**src/rtl/regfile_pkg.sv**
```systemverilog
// Shared definitions for the register file: sweep FSM encoding and default widths.
// Pure declarations, no logic.
package regfile_pkg;

  localparam int DATA_W_DEF = 32;
  localparam int ADDR_W_DEF = 5;

  typedef enum logic [1:0] {
    ST_IDLE  = 2'd0,
    ST_SWEEP = 2'd1,
    ST_DONE  = 2'd2
  } sweep_state_e;

endpackage

```
**src/rtl/regfile_scoreboard.sv**
```systemverilog
// Busy-bit scoreboard: one pending-write flag per register, updated on clk rise.
// Lookups are combinational; no backpressure, set/clear are sampled every cycle when enabled.
module regfile_scoreboard #(
  parameter int ADDR_W   = 5,
  parameter bit ZERO_REG = 1'b1,
  parameter bit BYPASS   = 1'b1
) (
  input  logic              clk,
  input  logic              reset,
  input  logic              en_i,
  input  logic              flush_i,
  input  logic              set_vld_i,
  input  logic [ADDR_W-1:0] set_addr_i,
  input  logic              clr_vld_i,
  input  logic [ADDR_W-1:0] clr_addr_i,
  input  logic [ADDR_W-1:0] rd_addr1_i,
  input  logic [ADDR_W-1:0] rd_addr2_i,
  output logic              busy1_o,
  output logic              busy2_o
);

  localparam int DEPTH = 1 << ADDR_W;

  logic [DEPTH-1:0] busy_q;
  logic [DEPTH-1:0] busy_d;

  // Set is applied after clear so a same-address issue (newer producer) wins.
  always_comb begin
    busy_d = busy_q;
    if (flush_i) begin
      busy_d = '0;
    end else if (en_i) begin
      if (clr_vld_i) busy_d[clr_addr_i] = 1'b0;
      if (set_vld_i && !(ZERO_REG && set_addr_i == '0)) busy_d[set_addr_i] = 1'b1;
    end
  end

  always_ff @(posedge clk or posedge reset) begin
    if (reset) busy_q <= '0;
    else       busy_q <= busy_d;
  end

  always_comb begin
    busy1_o = busy_q[rd_addr1_i];
    busy2_o = busy_q[rd_addr2_i];
    if (BYPASS && clr_vld_i && clr_addr_i == rd_addr1_i) busy1_o = 1'b0;
    if (BYPASS && clr_vld_i && clr_addr_i == rd_addr2_i) busy2_o = 1'b0;
    if (ZERO_REG && rd_addr1_i == '0) busy1_o = 1'b0;
    if (ZERO_REG && rd_addr2_i == '0) busy2_o = 1'b0;
  end

endmodule

```
**src/rtl/regfile_sb.sv**
```systemverilog
// Register file, 2 async read / 1 sync write, with write bypass, busy scoreboard and clear sweep.
// Reads are combinational; a clear sweep takes DEPTH cycles during which writes and issues are dropped.
module regfile_sb
  import regfile_pkg::*;
#(
  parameter int DATA_W   = DATA_W_DEF,
  parameter int ADDR_W   = ADDR_W_DEF,
  parameter bit ZERO_REG = 1'b1,
  parameter bit BYPASS   = 1'b1
) (
  input  logic              clk,
  input  logic              reset,
  input  logic              regWrite,
  input  logic [ADDR_W-1:0] writeAddr,
  input  logic [DATA_W-1:0] writeData,
  input  logic [ADDR_W-1:0] readAddr1,
  input  logic [ADDR_W-1:0] readAddr2,
  output logic [DATA_W-1:0] readData1,
  output logic [DATA_W-1:0] readData2,
  input  logic              issueValid,
  input  logic [ADDR_W-1:0] issueAddr,
  output logic              busy1,
  output logic              busy2,
  input  logic              clearReq,
  output logic              clearBusy,
  output logic              clearDone
);

  localparam int DEPTH = 1 << ADDR_W;
  localparam logic [ADDR_W-1:0] LAST_IDX = {ADDR_W{1'b1}};

  sweep_state_e      state_q, state_d;
  logic [ADDR_W-1:0] cnt_q, cnt_d;
  logic              flush;
  logic              sweeping;
  logic              wr_en;

  logic [DATA_W-1:0] mem_q [DEPTH];

  assign sweeping  = (state_q == ST_SWEEP);
  assign clearBusy = sweeping;
  assign clearDone = (state_q == ST_DONE);
  assign wr_en     = regWrite && !sweeping && !(ZERO_REG && writeAddr == '0);

  always_comb begin
    state_d = state_q;
    cnt_d   = cnt_q;
    flush   = 1'b0;
    case (state_q)
      ST_IDLE: begin
        if (clearReq) begin
          state_d = ST_SWEEP;
          cnt_d   = '0;
          flush   = 1'b1;
        end
      end
      ST_SWEEP: begin
        cnt_d = cnt_q + 1'b1;
        if (cnt_q == LAST_IDX) state_d = ST_DONE;
      end
      ST_DONE: state_d = ST_IDLE;
      default: state_d = ST_IDLE;
    endcase
  end

  always_ff @(posedge clk or posedge reset) begin
    if (reset) begin
      state_q <= ST_IDLE;
      cnt_q   <= '0;
    end else begin
      state_q <= state_d;
      cnt_q   <= cnt_d;
    end
  end

  // The sweep owns the write port while active; writeback is dropped, not stalled.
  always_ff @(posedge clk or posedge reset) begin
    if (reset) begin
      for (int i = 0; i < DEPTH; i++) mem_q[i] <= '0;
    end else if (sweeping) begin
      mem_q[cnt_q] <= '0;
    end else if (wr_en) begin
      mem_q[writeAddr] <= writeData;
    end
  end

  always_comb begin
    readData1 = mem_q[readAddr1];
    readData2 = mem_q[readAddr2];
    if (BYPASS && regWrite && !sweeping && writeAddr == readAddr1) readData1 = writeData;
    if (BYPASS && regWrite && !sweeping && writeAddr == readAddr2) readData2 = writeData;
    if (ZERO_REG && readAddr1 == '0) readData1 = '0;
    if (ZERO_REG && readAddr2 == '0) readData2 = '0;
  end

  regfile_scoreboard #(
    .ADDR_W  (ADDR_W),
    .ZERO_REG(ZERO_REG),
    .BYPASS  (BYPASS)
  ) u_sb (
    .clk       (clk),
    .reset     (reset),
    .en_i      (!sweeping),
    .flush_i   (flush),
    .set_vld_i (issueValid),
    .set_addr_i(issueAddr),
    .clr_vld_i (regWrite),
    .clr_addr_i(writeAddr),
    .rd_addr1_i(readAddr1),
    .rd_addr2_i(readAddr2),
    .busy1_o   (busy1),
    .busy2_o   (busy2)
  );

endmodule

```
**config.mk**
```make
export PLATFORM = sky130hd
export DESIGN_NAME = regfile_sb
export DESIGN_NICKNAME = d
export VERILOG_FILES = /design/src/rtl/regfile_pkg.sv /design/src/rtl/regfile_scoreboard.sv /design/src/rtl/regfile_sb.sv
export SDC_FILE = /design/constraint.sdc
export NUM_CORES = 2
export LEC_CHECK = 0
export BUFFER_PORTS_ARGS = -buffer_cell sky130_fd_sc_hd__buf_2
export CAP_MARGIN = 20
export CORE_ASPECT_RATIO = 1.5
export CORE_MARGIN = 2
export CORE_UTILIZATION = 62
export DETAILED_ROUTE_END_ITERATION = 7
export GPL_TIMING_DRIVEN = 0
export HOLD_SLACK_MARGIN = 0.1
export PLACE_DENSITY = 0.8
export SYNTH_ARGS = -nofsm -noshare
export SYNTH_HDL_FRONTEND = slang
export SYNTH_HIERARCHICAL = 1
export SYNTH_SLANG_ARGS = --single-unit
```
**constraint.sdc**
```tcl
create_clock -name clk -period 105.2 [get_ports clk]
set_input_delay 21.04 -clock clk [delete_from_list [all_inputs] [get_ports clk]]
set_output_delay 21.04 -clock clk [all_outputs]
set_load 0.01 [all_outputs]
```
==> summary.md, run 1 <==
| Metric | Value |
|---|---|
| Place WS | 58.60 ns |
| Number of global-route vias before repair | 54800 |
| Synthesized area | 0.0568 mm² |
| Seq/Total Area, Yosys | 46.8% |
| Synthesized area per cell | 12.9 µm² |
| FF+latch count, synth | 1062 |
| Share of the synthesized area in the top cell type | 46.8% |
| Main combinational cell family by area after synthesis | compound AO/OA/AOI/OAI gates |
| Simple-Gate Fraction of Synth Area | 4.55% |
| Post-CTS resize count | 0 |
| Global-route wire length before repair | 465000 µm |
| Clock Tree Buf Depth | 3 |
| Syn Nets | 4460 |
| Compound-cell area share of the yosys netlist | 22.0% |
| Err | [ERROR GRT-0116] Global routing finished with congestion. Check the congestion regions in the DRC Viewer. |
| Grt ovf | 23 |
| Outcome | aborted with a tool error |
| IO Pins | 125 |
| Mapped Cells | 4398 |
| CTS Sinks | 1062 |
| Ys flop type | dfrtp_1 |
| PortBufs | 96 |
| Synth area leaders | dfrtp_1 (47%), a22o_1 (15%), mux4_2 (15%) |
| H-tree Lvls | 3 |
| EDFF count, synth | 0 |
| Adder-cell area share of the yosys netlist | 0.110% |
| Post-cts hold buffer count | 0 |
| Initial Utilization | 62.7% |
| Die Ht | 375 µm |
| Root buffer cell | clkbuf_16 |
| Routability Congestion | 1.20 |
| Num CTS Buffers | 103 |
| DPL Wire Length | 222000 µm |
| Die width | 251 µm |
| Largest net degree at the start of global routing | 134 |
| Setup bufs post-CTS | 0 |
| YS warnings | 6 |
| Post-synthesis mux area share | 21.4% |
| Failing step | 5_1_grt |
| Post-synth ARST share | 100% |
| Post-Synth XOR/XNOR Area | 0.309% |
| Row count | 135 |
| GRT Util Overall | 72.6% |
| Largest area contributor in the netlist | dfrtp_1 |
| Yosys cell types | 74 |
==> synthesized netlist by cell type, types with 10 or more instances <==
cell and instances:
dfrtp_1 1062, a22o_1 1004, mux4_2 368, mux2i_1 296, clkbuf_1 285, buf_2 162, o21ai_0 134, nor2_1 110
a21oi_1 85, nor2b_1 67, a221oi_1 64, o22ai_1 64, a211oi_1 62, mux2_2 59, nand2_1 57, a221o_1 48
buf_4 48, and2_1 41, buf_1 37, buf_6 26, nand3_1 24, nor4_1 23, nor3_1 22, nor3b_1 18
inv_1 16, a22oi_1 14, nand3b_1 13, a2111oi_0 12, xnor2_1 11, nor3_2 10, o32ai_1 10
==> metrics by stage <==
step                area [µm²]  hold WS (ns)  cells
CTS                      63000         0.514   5880
detailed placement       59300         0.499   5689
global placement         58700         0.490   5658
floorplan                56800         0.463   4398
==> cell families after synthesis <==
| group | Yosys count |
|---|---|
| mux | 731 |
| xor+xnor | 20 |
| simple gates | 452 |
| compound gates | 1548 |
| buf+inv | 580 |
| flops | 1062 |
| fa+ha+maj | 5 |
==> per-layer routing <==
layer / GRT overflow / GRT usage, %
met5: 0 / 28.6
met2: 12 / 88.5
met3: 0 / 56.4
met4: 11 / 69.7
met1: 0 / 74.5
==> run 2, diff against run 1 <==
--- a/config.mk
+++ b/config.mk
@@ -7,13 +7,11 @@
 export LEC_CHECK = 0
 export BUFFER_PORTS_ARGS = -buffer_cell sky130_fd_sc_hd__buf_2
 export CAP_MARGIN = 20
-export CORE_ASPECT_RATIO = 1.5
 export CORE_MARGIN = 2
-export CORE_UTILIZATION = 62
+export CORE_UTILIZATION = 40
 export DETAILED_ROUTE_END_ITERATION = 7
 export GPL_TIMING_DRIVEN = 0
-export HOLD_SLACK_MARGIN = 0.1
-export PLACE_DENSITY = 0.8
+export PLACE_DENSITY_LB_ADDON = 0.15
 export SYNTH_ARGS = -nofsm -noshare
 export SYNTH_HDL_FRONTEND = slang
 export SYNTH_HIERARCHICAL = 1
==> run 2 against run 1 <==
Net effect:
- synthesized cell count stayed put
- area after synthesis is the same
- the flow now finishes, with violations (capacitance limit, slew limit)
==> summary.md, run 2 <==
| Metric | Value |
|---|---|
| Outcome | finished with violations (was aborted with a tool error) |
| Violated checks | capacitance limit, slew limit |
| Seq/Total Area, Yosys | 46.8% (unchanged) |
| Commonest non-fill, non-tap cell in the layout | dfrtp_1 |
| CTS tree | done |
| Period utilisation layout | 44.8% |
| Top reg by flops | mem_q |
| Number of max-cap violations | 2 |
| DIE AREA | 0.145 mm² |
| Setup bufs post-CTS | 0 (unchanged) |
| DPL Wire Length | 259000 µm (was 222000 µm) |
| Relative slew margins | -0.0388% |
| Layout net count | 4785 |
| Simple-Gate Fraction of Synth Area | 4.55% (unchanged) |
| CTS Sinks | 1062 (unchanged) |
| Final Hold Viols | 0 |
| VDD IR max | 0.0155 mV |
| Crit path cell chain | buf_2 -> buf_4 -> buf_4 -> buf_4 -> buf_4 -> buf_4 -> nor2_1 -> nand2_1 -> clkbuf_1 -> o21ai_0 -> a21oi_1 -> buf_2 |
| Power Density | 20.5 mW/mm² |
| Main combinational cell family by area after synthesis | compound AO/OA/AOI/OAI gates (unchanged) |
| Row count | 138 (was 135) |
| Flop2flop setup slack | 100.83 ns |
| Global-route wire length before repair | 481000 µm |
| Yosys cell types | 74 (unchanged) |
| Clock skew | 0.0338 ns |
| Register area | 0.0266 mm² |
| Final WL | 373000 µm |
| Slew @ Worst Pin | 1.50 ns |
| EDFF count, synth | 0 (unchanged) |
| Final ANT Viol Nets | 0 |
| Largest registers | mem_q x1024, u_sb/busy_q x31, cnt_q x5 |
| Vias per inst | 7.89 |
| Most frequent cell after synthesis | dfrtp_1 (unchanged) |
| Largest area contributor in the netlist | dfrtp_1 (unchanged) |
| Layout area overhead | 15.8% |
| Final count of pins violating max slew | 5 |
| Largest net degree at the start of global routing | 123 |
| H-tree Lvls | 3 (unchanged) |
| Clock Tree Buf Depth | 3 (unchanged) |
| Max FO, Critical Path | 10 |
| Worst-path clk slew | 0.06 ns |
| Die width | 381 µm (was 251 µm) |
| Routed WL per cell | 55.0 µm |
| Ys flop type | dfrtp_1 (unchanged) |
| DR pass1 iterations | 8 |
| Die Ht | 381 µm (was 375 µm) |
| Post-cts hold buffer count | 0 (unchanged) |
| R2r worst-path depth | 7 |
| Setup crit end kind | primary output |
| Synthesized area per cell | 12.9 µm² (unchanged) |
| GRT Util Overall | 50.4% |
| Post-CTS resize count | 0 (unchanged) |
| Most frequent cells in the layout | dfrtp_1 (1062), a22o_1 (1004), mux4_2 (368), mux2i_1 (296), clkbuf_1 (282) |
| Area used by multi-input combinational logic | 0.0276 mm² |
| Adder-cell area share of the yosys netlist | 0.110% (unchanged) |
| Share of the synthesized area in the top cell type | 46.8% (unchanged) |
| Root buffer cell | clkbuf_16 (unchanged) |
| # fillers | 13000 |
| Syn Nets | 4460 (unchanged) |
| Drt drc | 0 |
| Final setup fails | 0 |
| Synth area leaders | dfrtp_1 (47%), a22o_1 (15%), mux4_2 (15%) (unchanged) |
| Initial antenna violation count | 55 |
| RR Startpoint | state_q[0] |
| Post-synthesis mux area share | 21.4% (unchanged) |
| Worst min path class | flop to flop |
| Slowest-stage cell, CP | a21oi_1 |
| Clk_lat worst skew | 0.84 ns |
| Post-Synth XOR/XNOR Area | 0.309% (unchanged) |
| Worst setup path startpoint | readAddr1[0] |
| Hold WS | 0.510 ns |
| Static Leakage | 29.2 nW |
| Worst setup SP type | input port |
| Post-synth ARST share | 100% (unchanged) |
| Fmax | 21.2 MHz |
| Num CTS Buffers | 121 (was 103) |
| Vias | 53400 |
| DRT iter0 DRCs | 9117 |
| CP Class | input port to primary output |
| Synthesized area | 0.0568 mm² (unchanged) |
| YS warnings | 6 (unchanged) |
| Mapped Cells | 4398 (unchanged) |
| Core area | 0.141 mm² |
| IO Pins | 125 (unchanged) |
| Share of cells above drive strength 1 | 24.0% |
| WP data required | 84.16 ns |
| Number of global-route vias before repair | 48500 |
| Routability Congestion | 1.13 (was 1.20) |
| RR Endpoint | mem_q[299] |
| Grt ovf | 0 |
| Leading cell types by count after synthesis | dfrtp_1 (1062), a22o_1 (1004), mux4_2 (368), mux2i_1 (296), clkbuf_1 (285) (unchanged) |
| Arrival @ worst endpoint | 26.11 ns |
| Initial Utilization | 40.2% (was 62.7%) |
| Max reg flops | 1024 |
| RSZ-0062 raised after global routing | no |
| FF+latch count, synth | 1062 (unchanged) |
| Worst setup endpoint | readData1[30] |
| Most used cell, CP | buf_4 |
| Minimum clock period | 47.15 ns |
| Setup TNS | 0 ns |
| PortBufs | 96 (unchanged) |
| Compound-cell area share of the yosys netlist | 22.0% (unchanged) |
| Total chip power | 1.35 mW |
| CP max stage delay | 0.83 ns |
[run 2: cells by family after synthesis]
| group | Yosys count |
|---|---|
| flip-flops | 1062 |
| AO/OA/AOI/OAI | 1548 |
| XOR/XNOR | 20 |
| buffers and inverters | 580 |
| AND/OR/NAND/NOR | 452 |
| adder cells (fa/ha/maj) | 5 |
| multiplexers | 731 |
[run 2: metrics by stage]
step / area [µm²] / instances / setup WS [ns] / utilization (%)
6_report: 65700 / 6768 / 58.05 / 46.6
3_5_place_dp: 61200 / 6478 / 58.61 / 43.4
3_3_place_gp: 59600 / 6384 / 41.22 / 42.2
4_1_cts: 65400 / 6703 / 58.59 / 46.3
5_1_grt: 65600 / 6721 / 58.37 / 46.5
2_1_floorplan: 56800 / 4398 / 55.15 / -
[run 2: routing by layer]
layer / wire [µm] / vias to the layer above / track usage (%)
met2: 142000 / 5559 / 64.9
met3: 62800 / 1662 / 31.5
met1: 130000 / 27800 / 59.2
met4: 37800 / 30 / 38.7
li1: - / 18400 / -
met5: 731 / - / 2.55
[run 2: worst min path at each step]
stage | startpoint | end | slack (ns) | depth (start not counted)
5_1_grt | mem_q[915] | mem_q[915] | 0.53 | 1
4_1_cts | mem_q[1012] | mem_q[1012] | 0.51 | 1
2_1_floorplan | mem_q[1001] | mem_q[1001] | 0.46 | 1
6_report | mem_q[1012] | mem_q[1012] | 0.51 | 1
3_3_place_gp | mem_q[998] | mem_q[998] | 0.48 | 1
3_5_place_dp | mem_q[1012] | mem_q[1012] | 0.49 | 1
[run 2: cell type report]
class | instances | area share, %
buffer | 560 | 4.12
timing repair buffer | 202 | 3.19
antenna | 53 | 0.202
multi-input combinational | 2756 | 41.9
clock inverter | 54 | 1.00
clock buffer | 171 | 5.41
inverter | 20 | 0.126
tap | 1890 | 3.60
sequential | 1062 | 40.4
[run 2: worst max-delay path, delay by kind of cell]
kind	cells	cell delay [ns]
compound gates	2	1.03
buf+inv	8	3.44
simple gates	2	0.50
[run 2: power breakdown]
group	leakage [nW]	total (mW)	switching, mW	internal, mW
registers	14.7	0.543	0.0656	0.477
clock network	2.09	0.464	0.202	0.263
logic	12.5	0.343	0.209	0.134
No activity file was read; power rests on OpenSTA's default activity.
